### config.mk
export PLATFORM = sky130hd
export DESIGN_NAME = hazard_control_unit_flat
export DESIGN_NICKNAME = d
export VERILOG_FILES = /design/src/rtl/hazard_control_unit_if.sv /design/src/rtl/hazard_control_unit.sv /design/src/flat_wrapper.sv
export SDC_FILE = /design/constraint.sdc
export NUM_CORES = 1
export LEC_CHECK = 0
export ABC_CLOCK_PERIOD_IN_PS = 3300
export CELL_PAD_IN_SITES_DETAIL_PLACEMENT = 0
export CELL_PAD_IN_SITES_GLOBAL_PLACEMENT = 1
export CORE_MARGIN = 2
export CORE_UTILIZATION = 46
export DETAILED_ROUTE_END_ITERATION = 8
export DONT_BUFFER_PORTS = 1
export PLACE_DENSITY_LB_ADDON = 0.1
export SLEW_MARGIN = 0
export SYNTH_ARGS = -nofsm -noshare
export SYNTH_HDL_FRONTEND = slang
export SYNTH_SLANG_ARGS = --single-unit
### constraint.sdc
create_clock -name clk -period 3.3 [get_ports clk]
set_input_delay 0.66 -clock clk [delete_from_list [all_inputs] [get_ports clk]]
set_output_delay 0.66 -clock clk [all_outputs]
set_load 0.03 [all_outputs]
### src/rtl/hazard_control_unit_if.sv
// Decode-stage hazard bus: decode/execute information in, pipeline controls
// and performance counters out. The pipeline drives it as master; the hazard
// unit is the slave.
interface hazard_control_unit_if #(
    parameter int DATA_W     = 16,
    parameter int REG_ADDR_W = 5,
    parameter int OPCODE_W   = 5,
    parameter int CNT_W      = 16
);
    logic [OPCODE_W-1:0]   opcode_decode;
    logic [REG_ADDR_W-1:0] rs1_decode;
    logic [REG_ADDR_W-1:0] rs2_decode;
    logic                  rs1_used;
    logic                  rs2_used;
    logic [REG_ADDR_W-1:0] rd_execute;
    logic                  load_execute;
    logic [DATA_W-1:0]     operand_a;
    logic [DATA_W-1:0]     operand_b;
    logic                  cnt_clr;

    logic                  stall_fd;
    logic                  bubble_de;
    logic                  flush_fd;
    logic                  branch_taken;
    logic [1:0]            state_o;
    logic [CNT_W-1:0]      stall_events;
    logic [CNT_W-1:0]      flush_events;

    modport master (
        output opcode_decode, rs1_decode, rs2_decode, rs1_used, rs2_used,
               rd_execute, load_execute, operand_a, operand_b, cnt_clr,
        input  stall_fd, bubble_de, flush_fd, branch_taken, state_o,
               stall_events, flush_events
    );

    modport slave (
        input  opcode_decode, rs1_decode, rs2_decode, rs1_used, rs2_used,
               rd_execute, load_execute, operand_a, operand_b, cnt_clr,
        output stall_fd, bubble_de, flush_fd, branch_taken, state_o,
               stall_events, flush_events
    );
endinterface

### src/rtl/hazard_control_unit.sv
// Decode-stage hazard control: detects load-use hazards (multi-cycle stall),
// resolves decode-stage branches (multi-cycle flush) and keeps saturating
// stall/flush event counters. Hazard and branch decisions are Mealy in IDLE
// so the first stall/flush cycle coincides with the offending instruction.
module hazard_control_unit #(
    parameter int                 DATA_W             = 16,
    parameter int                 REG_ADDR_W         = 5,
    parameter int                 OPCODE_W           = 5,
    parameter logic [OPCODE_W-1:0] OP_NOP            = 5'b00000,
    parameter logic [OPCODE_W-1:0] OP_BGT            = 5'b00011,
    parameter logic [OPCODE_W-1:0] OP_BEQ            = 5'b00100,
    parameter logic [OPCODE_W-1:0] OP_BNE            = 5'b00101,
    parameter int                 LOAD_STALL_CYCLES  = 1,
    parameter int                 FLUSH_CYCLES       = 1,
    parameter int                 ZERO_REG_HARDWIRED = 1,
    parameter int                 CNT_W              = 16
) (
    input  logic                  clk,
    input  logic                  rst_n,
    hazard_control_unit_if.slave  bus
);

    typedef enum logic [1:0] {
        S_IDLE   = 2'b00,
        S_LSTALL = 2'b01,
        S_FLUSH  = 2'b10
    } state_t;

    // The first stall/flush cycle is spent in IDLE, so the down-counter is
    // preloaded with the remaining cycles minus one (exit when it reads 0).
    localparam logic [2:0] LSTALL_INIT = (LOAD_STALL_CYCLES > 1) ? 3'(LOAD_STALL_CYCLES - 2) : 3'd0;
    localparam logic [2:0] FLUSH_INIT  = (FLUSH_CYCLES > 1)      ? 3'(FLUSH_CYCLES - 2)      : 3'd0;
    localparam logic [CNT_W-1:0] CNT_MAX = {CNT_W{1'b1}};

    state_t                r_state;
    state_t                w_state_next;
    logic [2:0]            r_cnt;
    logic [2:0]            w_cnt_next;
    logic [CNT_W-1:0]      r_stall_events;
    logic [CNT_W-1:0]      r_flush_events;

    logic [REG_ADDR_W-1:0] w_src_addr [2];
    logic                  w_src_used [2];
    logic [1:0]            w_src_match;
    logic                  w_rd_masked;
    logic                  w_hz;
    logic                  w_cond;
    logic                  w_bt;
    logic                  w_stall;
    logic                  w_flush;
    logic                  w_branch_pulse;
    logic                  w_inc_stall;
    logic                  w_inc_flush;

    assign w_src_addr[0] = bus.rs1_decode;
    assign w_src_addr[1] = bus.rs2_decode;
    assign w_src_used[0] = bus.rs1_used;
    assign w_src_used[1] = bus.rs2_used;

    // One comparator per decode source operand against the load destination.
    generate
        for (genvar gi = 0; gi < 2; gi++) begin : g_src
            assign w_src_match[gi] = w_src_used[gi] && (w_src_addr[gi] == bus.rd_execute);
        end
    endgenerate

    // A load into a hardwired zero register produces nothing to wait for.
    assign w_rd_masked = (ZERO_REG_HARDWIRED != 0) && (bus.rd_execute == '0);
    assign w_hz = bus.load_execute && (bus.opcode_decode != OP_NOP)
                  && (|w_src_match) && !w_rd_masked;

    // Branch condition selected by opcode; non-branch opcodes (incl. nop) never take.
    always_comb begin
        w_cond = 1'b0;
        case (bus.opcode_decode)
            OP_BGT:  w_cond = (bus.operand_a > bus.operand_b);
            OP_BEQ:  w_cond = (bus.operand_a == bus.operand_b);
            OP_BNE:  w_cond = (bus.operand_a != bus.operand_b);
            default: w_cond = 1'b0;
        endcase
    end

    assign w_bt = w_cond;

    // State register and stall/flush down-counter.
    always_ff @(posedge clk or negedge rst_n) begin
        if (!rst_n) begin
            r_state <= S_IDLE;
            r_cnt   <= 3'd0;
        end else begin
            r_state <= w_state_next;
            r_cnt   <= w_cnt_next;
        end
    end

    // Next-state and control outputs; hazard beats branch, and both are
    // only looked at in IDLE (stall/flush windows ignore decode contents).
    always_comb begin
        w_state_next   = r_state;
        w_cnt_next     = r_cnt;
        w_stall        = 1'b0;
        w_flush        = 1'b0;
        w_branch_pulse = 1'b0;
        w_inc_stall    = 1'b0;
        w_inc_flush    = 1'b0;
        case (r_state)
            S_IDLE: begin
                if (w_hz) begin
                    w_stall     = 1'b1;
                    w_inc_stall = 1'b1;
                    if (LOAD_STALL_CYCLES > 1) begin
                        w_state_next = S_LSTALL;
                        w_cnt_next   = LSTALL_INIT;
                    end
                end else if (w_bt) begin
                    w_flush        = 1'b1;
                    w_branch_pulse = 1'b1;
                    w_inc_flush    = 1'b1;
                    if (FLUSH_CYCLES > 1) begin
                        w_state_next = S_FLUSH;
                        w_cnt_next   = FLUSH_INIT;
                    end
                end
            end
            S_LSTALL: begin
                w_stall = 1'b1;
                if (r_cnt == 3'd0) begin
                    w_state_next = S_IDLE;
                end else begin
                    w_cnt_next = r_cnt - 3'd1;
                end
            end
            S_FLUSH: begin
                w_flush = 1'b1;
                if (r_cnt == 3'd0) begin
                    w_state_next = S_IDLE;
                end else begin
                    w_cnt_next = r_cnt - 3'd1;
                end
            end
            default: begin
                w_state_next = S_IDLE;
                w_cnt_next   = 3'd0;
            end
        endcase
    end

    // Saturating event counters; a clear wins over a coincident event.
    always_ff @(posedge clk or negedge rst_n) begin
        if (!rst_n) begin
            r_stall_events <= '0;
            r_flush_events <= '0;
        end else if (bus.cnt_clr) begin
            r_stall_events <= '0;
            r_flush_events <= '0;
        end else begin
            if (w_inc_stall && (r_stall_events != CNT_MAX)) begin
                r_stall_events <= r_stall_events + CNT_W'(1);
            end
            if (w_inc_flush && (r_flush_events != CNT_MAX)) begin
                r_flush_events <= r_flush_events + CNT_W'(1);
            end
        end
    end

    // Mealy outputs are gated by rst_n so they drop the moment reset asserts,
    // even though the decode inputs may still describe a hazard.
    assign bus.stall_fd     = w_stall && rst_n;
    assign bus.bubble_de    = w_stall && rst_n;
    assign bus.flush_fd     = w_flush && rst_n;
    assign bus.branch_taken = w_branch_pulse && rst_n;
    assign bus.state_o      = r_state;
    assign bus.stall_events = r_stall_events;
    assign bus.flush_events = r_flush_events;

endmodule
### src/flat_wrapper.sv
// flat-port wrapper written by rule: the top's interface ports become plain ports
module hazard_control_unit_flat 
#(
    parameter int                 DATA_W             = 16,
    parameter int                 REG_ADDR_W         = 5,
    parameter int                 OPCODE_W           = 5,
    parameter logic [OPCODE_W-1:0] OP_NOP            = 5'b00000,
    parameter logic [OPCODE_W-1:0] OP_BGT            = 5'b00011,
    parameter logic [OPCODE_W-1:0] OP_BEQ            = 5'b00100,
    parameter logic [OPCODE_W-1:0] OP_BNE            = 5'b00101,
    parameter int                 LOAD_STALL_CYCLES  = 1,
    parameter int                 FLUSH_CYCLES       = 1,
    parameter int                 ZERO_REG_HARDWIRED = 1,
    parameter int                 CNT_W              = 16
)
  (clk, rst_n, bus_opcode_decode, bus_rs1_decode, bus_rs2_decode, bus_rs1_used, bus_rs2_used, bus_rd_execute, bus_load_execute, bus_operand_a, bus_operand_b, bus_cnt_clr, bus_stall_fd, bus_bubble_de, bus_flush_fd, bus_branch_taken, bus_state_o, bus_stall_events, bus_flush_events);
  hazard_control_unit_if #(.DATA_W(DATA_W), .REG_ADDR_W(REG_ADDR_W), .OPCODE_W(OPCODE_W), .CNT_W(CNT_W)) bus_i ();
  input  logic clk;
  input  logic rst_n;
  input wire logic [$bits(bus_i.opcode_decode)-1:0] bus_opcode_decode;
  input wire logic [$bits(bus_i.rs1_decode)-1:0] bus_rs1_decode;
  input wire logic [$bits(bus_i.rs2_decode)-1:0] bus_rs2_decode;
  input wire logic [$bits(bus_i.rs1_used)-1:0] bus_rs1_used;
  input wire logic [$bits(bus_i.rs2_used)-1:0] bus_rs2_used;
  input wire logic [$bits(bus_i.rd_execute)-1:0] bus_rd_execute;
  input wire logic [$bits(bus_i.load_execute)-1:0] bus_load_execute;
  input wire logic [$bits(bus_i.operand_a)-1:0] bus_operand_a;
  input wire logic [$bits(bus_i.operand_b)-1:0] bus_operand_b;
  input wire logic [$bits(bus_i.cnt_clr)-1:0] bus_cnt_clr;
  output wire logic [$bits(bus_i.stall_fd)-1:0] bus_stall_fd;
  output wire logic [$bits(bus_i.bubble_de)-1:0] bus_bubble_de;
  output wire logic [$bits(bus_i.flush_fd)-1:0] bus_flush_fd;
  output wire logic [$bits(bus_i.branch_taken)-1:0] bus_branch_taken;
  output wire logic [$bits(bus_i.state_o)-1:0] bus_state_o;
  output wire logic [$bits(bus_i.stall_events)-1:0] bus_stall_events;
  output wire logic [$bits(bus_i.flush_events)-1:0] bus_flush_events;
  assign bus_i.opcode_decode = bus_opcode_decode;
  assign bus_i.rs1_decode = bus_rs1_decode;
  assign bus_i.rs2_decode = bus_rs2_decode;
  assign bus_i.rs1_used = bus_rs1_used;
  assign bus_i.rs2_used = bus_rs2_used;
  assign bus_i.rd_execute = bus_rd_execute;
  assign bus_i.load_execute = bus_load_execute;
  assign bus_i.operand_a = bus_operand_a;
  assign bus_i.operand_b = bus_operand_b;
  assign bus_i.cnt_clr = bus_cnt_clr;
  assign bus_stall_fd = bus_i.stall_fd;
  assign bus_bubble_de = bus_i.bubble_de;
  assign bus_flush_fd = bus_i.flush_fd;
  assign bus_branch_taken = bus_i.branch_taken;
  assign bus_state_o = bus_i.state_o;
  assign bus_stall_events = bus_i.stall_events;
  assign bus_flush_events = bus_i.flush_events;
  hazard_control_unit #(.DATA_W(DATA_W), .REG_ADDR_W(REG_ADDR_W), .OPCODE_W(OPCODE_W), .OP_NOP(OP_NOP), .OP_BGT(OP_BGT), .OP_BEQ(OP_BEQ), .OP_BNE(OP_BNE), .LOAD_STALL_CYCLES(LOAD_STALL_CYCLES), .FLUSH_CYCLES(FLUSH_CYCLES), .ZERO_REG_HARDWIRED(ZERO_REG_HARDWIRED), .CNT_W(CNT_W)) u_core (.clk(clk), .rst_n(rst_n), .bus(bus_i));
endmodule
Word level (Yosys, flattened, before mapping). Cells that the tools add are included.

Output and inout bits: 38. Flip-flop bits (word level): 37. Word-level logic and storage cells: 59. Input port bits: 58.

Eq/ne operators: 13. Reduce and logical (&&, ||, !) cells: 21. Order comparisons: 1. $add $sub $neg: 3. Multiplexer cells: 16. Bitwise operators: 1.

Operators with widths (number): two-way mux 16 bit (4); adder 16 x 1 -> 16 bit, second input constant (2); != test 16 bit, second input constant (2); equality test 16 bit (1); greater-than comparator 16 bit (1); != test 16 bit (1); equality test 5 x 3 -> 1 bit, second input constant (2); equality test 5 bit (2); logical AND 1 bit (10); case mux 3 bit (2 select lines) (1); equality test 5 x 2 -> 1 bit, second input constant (1); logical NOT 5 bit (1); two-way mux 1 bit (5); nonzero test 5 bit (1); case mux 1 bit (2 select lines) (2); case mux 2 bit (2 select lines) (1); AND reduction 2 bit (2); nonzero test 2 bit (2); OR reduction 2 bit (2); logical NOT 3 bit (1); two-way mux 3 bit (1); case mux 1 bit (3 select lines) (1); subtractor 3 x 1 -> 3 bit, second input constant (1); equality test 2 x 1 -> 1 bit, second input constant (1); 7 further kinds (7).

Logic depth before layout (Yosys ltp). Gate-level depths: netlist (run 1).

Word-level depth: 10. Gate-level depth with buffers: 10. Mapped depth without buffers: 9.

Worst setup path before layout (run 1). No wires, ideal clock.

Path type: input to output. Start point: input port bus_operand_b[11]. End point: output port bus_flush_fd. Path slack: -0.253 ns. Cell stages on the path: 10. Path buffers: 2. Arrival time: 2.893 ns. Required time: 2.640 ns. Cell sequence: inv_1 > ha_1 > nand4_1 > nor4_2 > nand2b_1 > o41ai_1 > o2111ai_4 > clkbuf_1 > nor2_1 > buf_4.

Word-level cells in the longest chain between the ends: 6. Elaborated cells on any way between the ends: 8. Classes of those cells: 1 x order compare; 2 x eq/ne; 4 x mux; 1 x reduce/logical.

Ends and longest elaborated chain: from (decl) (RTL line flat_wrapper.sv:28) `input wire logic [$bits(bus_i.operand_b)-1:0] bus_operand_b;`; greater-than comparator 16 bit (tied with other cells) (RTL line hazard_control_unit.sv:76) `OP_BGT: w_cond = (bus.operand_a > bus.operand_b);`; case mux 1 bit (3 select lines) * (RTL line hazard_control_unit.sv:75) `case (bus.opcode_decode)`; two-way mux 1 bit * (RTL line hazard_control_unit.sv:115) `end else if (w_bt) begin`; two-way mux 1 bit * (RTL line hazard_control_unit.sv:108) `if (w_hz) begin`; case mux 1 bit (2 select lines) * (RTL line hazard_control_unit.sv:106) `case (r_state)`; logical AND 1 bit * (RTL line hazard_control_unit.sv:170) `assign bus.flush_fd = w_flush && rst_n;`; to (decl) (RTL line flat_wrapper.sv:32) `output wire logic [$bits(bus_i.flush_fd)-1:0] bus_flush_fd;`.

Mark *: on every way between the ends. The rest lies on a longest branch, timed or not.

Worst setup path in the final report (run 1). Same ends and word-level chain as after synthesis.

==> results of run 1 <==
-- metrics by stage --
| step | instances | utilization | hold slack, ps |
|---|---|---|---|
| after detailed placement | 348 | 0.4939 | 365.0 |
| after global placement | 348 | 0.4939 | 365.0 |
| after CTS | 355 | 0.5127 | 60.91 |
| final | 355 | 0.5130 | 69.68 |
| after floorplan | 285 | - | 364.4 |
| after global routing | 355 | 0.5130 | 53.39 |
-- registers in the layout (all words and copies together), names as in the netlist --
| name | count |
|---|---|
| u_core.bus.flush_events | 16 |
| u_core.bus.stall_events | 16 |
-- routing by layer --
metal | wire length [um] | track usage | vias to the layer above | share of wire
met5 | 0 | 0 | - | 0
met4 | 74 | 0.06909 | 0 | 0.014
met3 | 447 | 0.06118 | 7 | 0.084
met2 | 2433 | 0.3123 | 87 | 0.46
met1 | 2374 | 0.2319 | 908 | 0.45
li1 | - | - | 1005 | -
-- layout make-up --
cell class              count  area share
inverters                  26     0.03725
clock buffers               7     0.03677
well taps                  70     0.03343
repair buffers              7     0.02483
multi-input cells         213      0.5621
flip-flops and latches     32      0.3056
-- kinds of logic after synthesis --
family,synth area share
other,0.001539
and+or+nand+nor,0.2635
AOI/OAI and AO/OA,0.1264
DFF,0.3287
muxes,0.02722
xor gates and xnor gates,0.08629
buffers and inverters,0.07396
adders and majority gates,0.09245
-- worst paths after layout --
| check | start | endpoint | slack (ps) | cells after the start |
|---|---|---|---|---|
| max | bus_operand_b[11] | bus_flush_fd | 180 | 9 |
| min | rst_n | u_core.bus.flush_events[12] | 70 | 0 |
| max reg2reg | u_core.bus.flush_events[0] | u_core.bus.flush_events[0] | 810 | 8 |
| min reg2reg | u_core.bus.flush_events[9] | u_core.bus.flush_events[9] | 720 | 2 |
| max in group asynchronous | rst_n | u_core.bus.flush_events[6] | 3150 | 0 |
| min in group clk | bus_cnt_clr | u_core.bus.flush_events[9] | 440 | 1 |
-- what timing repair did --
item	in CTS	in global routing
setup buffers	0	0
endpoints found under the setup margin	0	2
endpoints found under the hold margin	0	0
resized for setup	0	1
hold buffers	0	0
-- report_power, final --
part	total, mW	internal, mW	switching [mW]
sequential	0.395	0.393	0.00208
clock	0.326	0.186	0.140
combinational	0.0790	0.0371	0.0419
total	0.800	0.616	0.184
-- worst reg2reg max path: stages (launching register included) --
cell and delay (ps):
dfrtp_1 590, ha_1 270, nand3_1 170, nor2_1 350
nand4_1 210, nor3_2 160, buf_4 250, nor2_1 120
mux2_2 280
-- cell usage in the layout, fill, tap and decap left out, types with 2 or more instances in the layout --
cell type  Yosys  final
buf_4          4      6
o31a_1         2      2
clkbuf_8       0      7
nor2_1        31     30
or2_2          4      4
xnor2_1       16     16
a211oi_1       2      2
o31ai_1        4      4
nor4_1        11     11
o21ai_0        4      4
and3_1         2      2
conb_1         1      2
mux2_2         5      5
xor2_1         8      8
inv_1         26     26
o41ai_1        3      3
nand2b_1       6      6
nand2_1       15     15
nand4_1       10     10
nor2b_1        6      6
nor3_1        11     10
or4_1          6      6
a21o_1         2      2
ha_1          18     18
o21a_1         2      2
nand3_1       14     14
a21oi_1       12     12
nor4b_1        2      2
dfrtp_1       32     32
==> run_results.csv, run 1 <==
group,metric,value,unit
layout,nets,361,
sta,rsz0062_at_grt,"false",
layout,area_growth,7.550,%
global_route,grt_pass1_vias,1969,
global_route,antenna_found_initial,0,
power,ir_worst_vdd,228.8,uV
power,cellPowerDensity,305.2,nW/um2
clock_tree,clk_pin_slew,70,ps
floorplanning,coreArea,5107,um2
critical_path,path_cells,"inv_1 > ha_1 > a21oi_1 > o21ai_0 > a2111oi_1 > a211oi_1 > o2111ai_4 > nor2_4 > buf_12",
yosys,syn_inst,284,
critical_path,worstPathRequired,2640,ps
placed_design,dp_slack,138.8,ps
sta,finalHoldViolCount,0,
floorplanning,die_w,76.77,um
hold_path,hold_class,"primary input to async pin",
yosys,synthArstFlopShare,1.000,
layout,drive_above_1_share,0.1053,
floorplanning,fp-row-count,26,
critical_path,worstPathArrival,2460,ps
layout,fillers,498,
yosys,synth_cell_types,45,
critical_path,critPathTopFamily,"compound AO/OA/AOI/OAI gates",
floorplanning,die_area,5894,um2
sta,max_freq,0.3205,GHz
detailed_routing,drc,0,
yosys,synth.most_common_cell,"dfrtp_1",
critical_path,crit_buf_inv,2,
critical_path,crit_type,"primary input to primary output",
detailed_routing,vias,2007,
critical_path,worstSetupEndpointType,"primary output",
placed_design,port_buffers,0,
yosys,ys_seq_area_frac,0.3287,
detailed_routing,first_pass_iters,4,
sta,finalClockSkew,5.213,ps
global_route,grt_pass1_wl,9190,um
clock_tree,cts_made_buffers,5,
sta,fin_ws,180.3,ps
detailed_routing,wl_per_cell,15.01,um
clock_tree,htreeDepth,2,
placed_design,place_area,2522,um2
floorplanning,initial_core_util,0.4770,
yosys,synth_top_cell_area_share,0.3287,
yosys,synth_flop_cell,"dfrtp_1",
clock_tree,cts_sinks,32,
placed_design,place_congestion,0.7670,
yosys,netlist_area,2436,um2
run_status,outcome,"finished, final reports clean",
global_route,grt_usage,0.1897,
yosys,avgSynthCellArea,8.578,um2
power,p_total,0.7996,mW
clock_tree,clk-insertion-delay-late,280,ps
global_route,grt_max_degree,36,
yosys,synth_warnings,0,
sta,finalSetupTns,0,ps
floorplanning,boundaryPins,96,
placed_design,hpwl,3936,um
sta,slew_violations,0,
sta,setup_viol,0,
critical_path,cp_slowest_cell,"a2111oi_1",
layout,regArea,800.8,um2
detailed_routing,via_per_inst,5.654,
sta,min_period,3120,ps
yosys,synth_area_leaders,"dfrtp_1, ha_1, xnor2_1",
clock_tree,tritoncts,"built",
layout,multi_input_area,1473,um2
detailed_routing,drt_wl_total,5328,um
layout,antennaDiodeCount,0,
sta,period_share,0.9454,
critical_path,critPathMaxFanout,8,
global_route,overflow,0,
clock_tree,root_buffer,"clkbuf_8",
layout,final_area,2620,um2
yosys,synth-edff-count,0,
yosys,yosys.area.top_type,"dfrtp_1",
clock_tree,clk_path_buf_depth,2,
power,leakage,1.075,nW
critical_path,slowest_delay,440,ps
critical_path,cp-start-kind,"primary input",
detailed_routing,drtIter0Drc,64,
detailed_routing,ant_nets,0,
yosys,ys_ff_latch,32,
yosys,synthTopCellsByCount,"dfrtp_1, nor2_1, inv_1, ha_1, xnor2_1",
flow_run,drv_cap,0,
floorplanning,die_h,76.77,um
No activity file was read; power rests on OpenSTA's default activity.
==> run 2: changes to the inputs <==
--- a/config.mk
+++ b/config.mk
@@ -5,14 +5,16 @@
 export SDC_FILE = /design/constraint.sdc
 export NUM_CORES = 1
 export LEC_CHECK = 0
-export ABC_CLOCK_PERIOD_IN_PS = 3300
+export ABC_CLOCK_PERIOD_IN_PS = 2500
 export CELL_PAD_IN_SITES_DETAIL_PLACEMENT = 0
 export CELL_PAD_IN_SITES_GLOBAL_PLACEMENT = 1
 export CORE_MARGIN = 2
-export CORE_UTILIZATION = 46
+export CORE_UTILIZATION = 41
 export DETAILED_ROUTE_END_ITERATION = 8
 export DONT_BUFFER_PORTS = 1
 export PLACE_DENSITY_LB_ADDON = 0.1
+export RECOVER_POWER = 50
+export SKIP_CTS_REPAIR_TIMING = 1
 export SLEW_MARGIN = 0
 export SYNTH_ARGS = -nofsm -noshare
 export SYNTH_HDL_FRONTEND = slang
==> constraint.sdc (replaced) <==
create_clock -name clk -period 2.5 [get_ports clk]
set_input_delay 0.5 -clock clk [delete_from_list [all_inputs] [get_ports clk]]
set_output_delay 0.5 -clock clk [all_outputs]
set_load 0.03 [all_outputs]
==> run 2 against run 1 <==
- the run now ends with capacitance limit, slew limit, setup timing left
- critical path depth grew 1
- clock power grew 69%
- die area grew 12%
- first-iteration DRC count grew 17%
- core utilization grew 1.9 points
- via count grew 5.3%
- clock skew grew 3.4 ps
==> run_results.csv, run 2 (same netlist as run 1, synthesis figures left out) <==
group,metric,value,unit
global_route,overflow,0,
power,ir_worst_vdd,476.0,uV
sta,finalClockSkew,8.661,ps
hold_path,hold_class,"primary input to register",
sta,worst_slew_pin_slew,1777,ps
critical_path,crit_type,"primary input to primary output",
sta,rsz0062_at_grt,"true",
clock_tree,cts_sinks,32,
detailed_routing,drt_wl_total,5792,um
floorplanning,fp-row-count,28,
layout,nets,388,
detailed_routing,via_per_inst,5.448,
clock_tree,clk_pin_slew,70,ps
global_route,grt_pass1_vias,1952,
detailed_routing,ant_nets,0,
placed_design,hpwl,4299,um
critical_path,path_cells,"inv_2 > ha_4 > nand4_1 > nor4_4 > nand2b_4 > o41ai_4 > o2111ai_4 > buf_6 > nor2_4 > buf_12",
hold_path,min_to,"u_core.bus.flush_events[9]",
detailed_routing,wl_per_cell,14.93,um
critical_path,crit_buf_inv,3,
sta,finalSetupTns,-229.4,ps
global_route,grt_usage,0.1705,
power,switchingPower,0.2818,mW
clock_tree,htreeDepth,2,
power,seqPwrFrac,0.422,
power,cellPowerDensity,396.6,nW/um2
sta,fin_ws,-115.0,ps
layout,area_growth,27.07,%
placed_design,dp_slack,-236.8,ps
layout,final_cell_mix,"dfrtp_1, nor2_1, buf_4",
run_status,outcome,"complete, but fails checks",
placed_design,place_area,2877,um2
run_status,violations,"capacitance limit, slew limit, setup timing",
sta,setup_viol,2,
detailed_routing,first_pass_iters,4,
critical_path,worstReg2RegEnd,"u_core.bus.flush_events[0]",
hold_path,holdPathStages,1,
layout,final_cells,388,
sta,slew_violations,33,
critical_path,worstPathRequired,2000,ps
detailed_routing,drc,0,
layout,final_area,3095,um2
clock_tree,clk_path_buf_depth,2,
hold_path,worstHoldStart,"bus_cnt_clr",
clock_tree,root_buffer,"clkbuf_8",
power,internal-power,0.9459,mW
layout,drive_above_1_share,0.2556,
floorplanning,initial_core_util,0.4189,
critical_path,worstPathArrival,2120,ps
floorplanning,die_area,6574,um2
power,p_total,1.228,mW
critical_path,worstSetupEndpointType,"primary output",
sta,max_freq,0.3824,GHz
detailed_routing,vias,2114,
power,p_sw_frac,0.2295,
critical_path,critPathTopFamily,"simple AND/OR/NAND/NOR gates",
sta,slew_headroom,-0.1847,
global_route,grt_pass1_wl,8776,um
critical_path,cp_slowest_cell,"nor4_4",
sta,min_period,2615,ps
floorplanning,die_w,81.08,um
clock_tree,clk-insertion-delay-late,280,ps
clock_tree,tritoncts,"built",
critical_path,slowest_delay,340,ps
floorplanning,boundaryPins,96,
global_route,grt_max_degree,36,
layout,antennaDiodeCount,0,
clock_tree,cts_made_buffers,5,
global_route,antenna_found_initial,0,
critical_path,critPathMaxFanout,3,
layout,final_common_cell,"dfrtp_1",
placed_design,place_congestion,0.7673,
flow_run,drv_cap,1,
placed_design,post-place-cells,379,
critical_path,r2r_start,"u_core.bus.flush_events[9]",
critical_path,cp-start-kind,"primary input",
floorplanning,coreArea,5816,um2
critical_path,r2r_slack,370,ps
power,p_comb_frac,0.129,
sta,period_share,1.046,
sta,finalHoldViolCount,0,
power,clockPowerShare,0.449,
power,leakage,1.204,nW
detailed_routing,drtIter0Drc,75,
layout,fillers,556,
floorplanning,die_h,81.08,um
critical_path,reg2regPathDepth,7,
placed_design,port_buffers,0,
## run 2: cell types whose count changed in the layout (fill, tap and decap cells not counted), moves of 2 or more
cell and delta:
inv_2 +9, nor4_4 +2, buf_4 +12, ha_4 +13, inv_4 +2, inv_8 +2
inv_1 -14, ha_1 -13, clkbuf_1 +13
## run 2: how the worst max path moves through the flow
stage	depth (start not counted)	to	startpoint	slack, ps
global route	10	bus_branch_taken	bus_operand_b[1]	-230
detailed placement	10	u_core.bus.flush_events[6]	bus_operand_b[11]	-240
floorplan	10	bus_flush_fd	bus_operand_b[7]	-240
CTS	10	bus_branch_taken	bus_operand_b[11]	-200
global placement	10	u_core.bus.flush_events[6]	bus_operand_b[11]	-210
finish	10	bus_branch_taken	bus_operand_b[11]	-120
## run 2: cell type report
cell class	instances	area, um2	share of cell area
clock buffer	7	96.34	0.03112
clock inverter	1	30.03	0.009701
inverter	26	122.6	0.03961
multi-input combinational	213	1717	0.5546
sequential	32	800.8	0.2587
tap	75	93.84	0.03032
timing repair buffer	34	235.2	0.07599
## run 2: power by group through the flow
stage               registers (mW)  clock network, mW  logic [mW]
floorplan                    0.531                  0       0.111
global placement             0.529                  0       0.128
detailed placement           0.529                  0       0.129
CTS                          0.519              0.573       0.129
global route                 0.518              0.591       0.183
finish                       0.519              0.551       0.158
## run 2: through the flow
stage / hold WS (ps) / utilization
6_report: 275.7 / 0.5323
3_5_place_dp: 205.0 / 0.4946
3_3_place_gp: 205.1 / 0.4946
2_1_floorplan: 204.4 / -
4_1_cts: -112.4 / 0.5164
5_1_grt: 256.1 / 0.5323
## run 2: worst register-to-register path, delay by kind of cell, from the launching register on
family                 cells  cell delay [ps]
muxes                      1              280
buffers and inverters      1              260
and+or+nand+nor            5              910
DFF                        1              560
## run 2: per-layer routing
| metal | global-route usage | vias up | wire, um |
|---|---|---|---|
| met5 | 0 | - | 0 |
| met4 | 0.04576 | 0 | 59 |
| met3 | 0.04889 | 5 | 418 |
| met2 | 0.2860 | 63 | 2820 |
| met1 | 0.2148 | 986 | 2493 |
| li1 | - | 1060 | - |
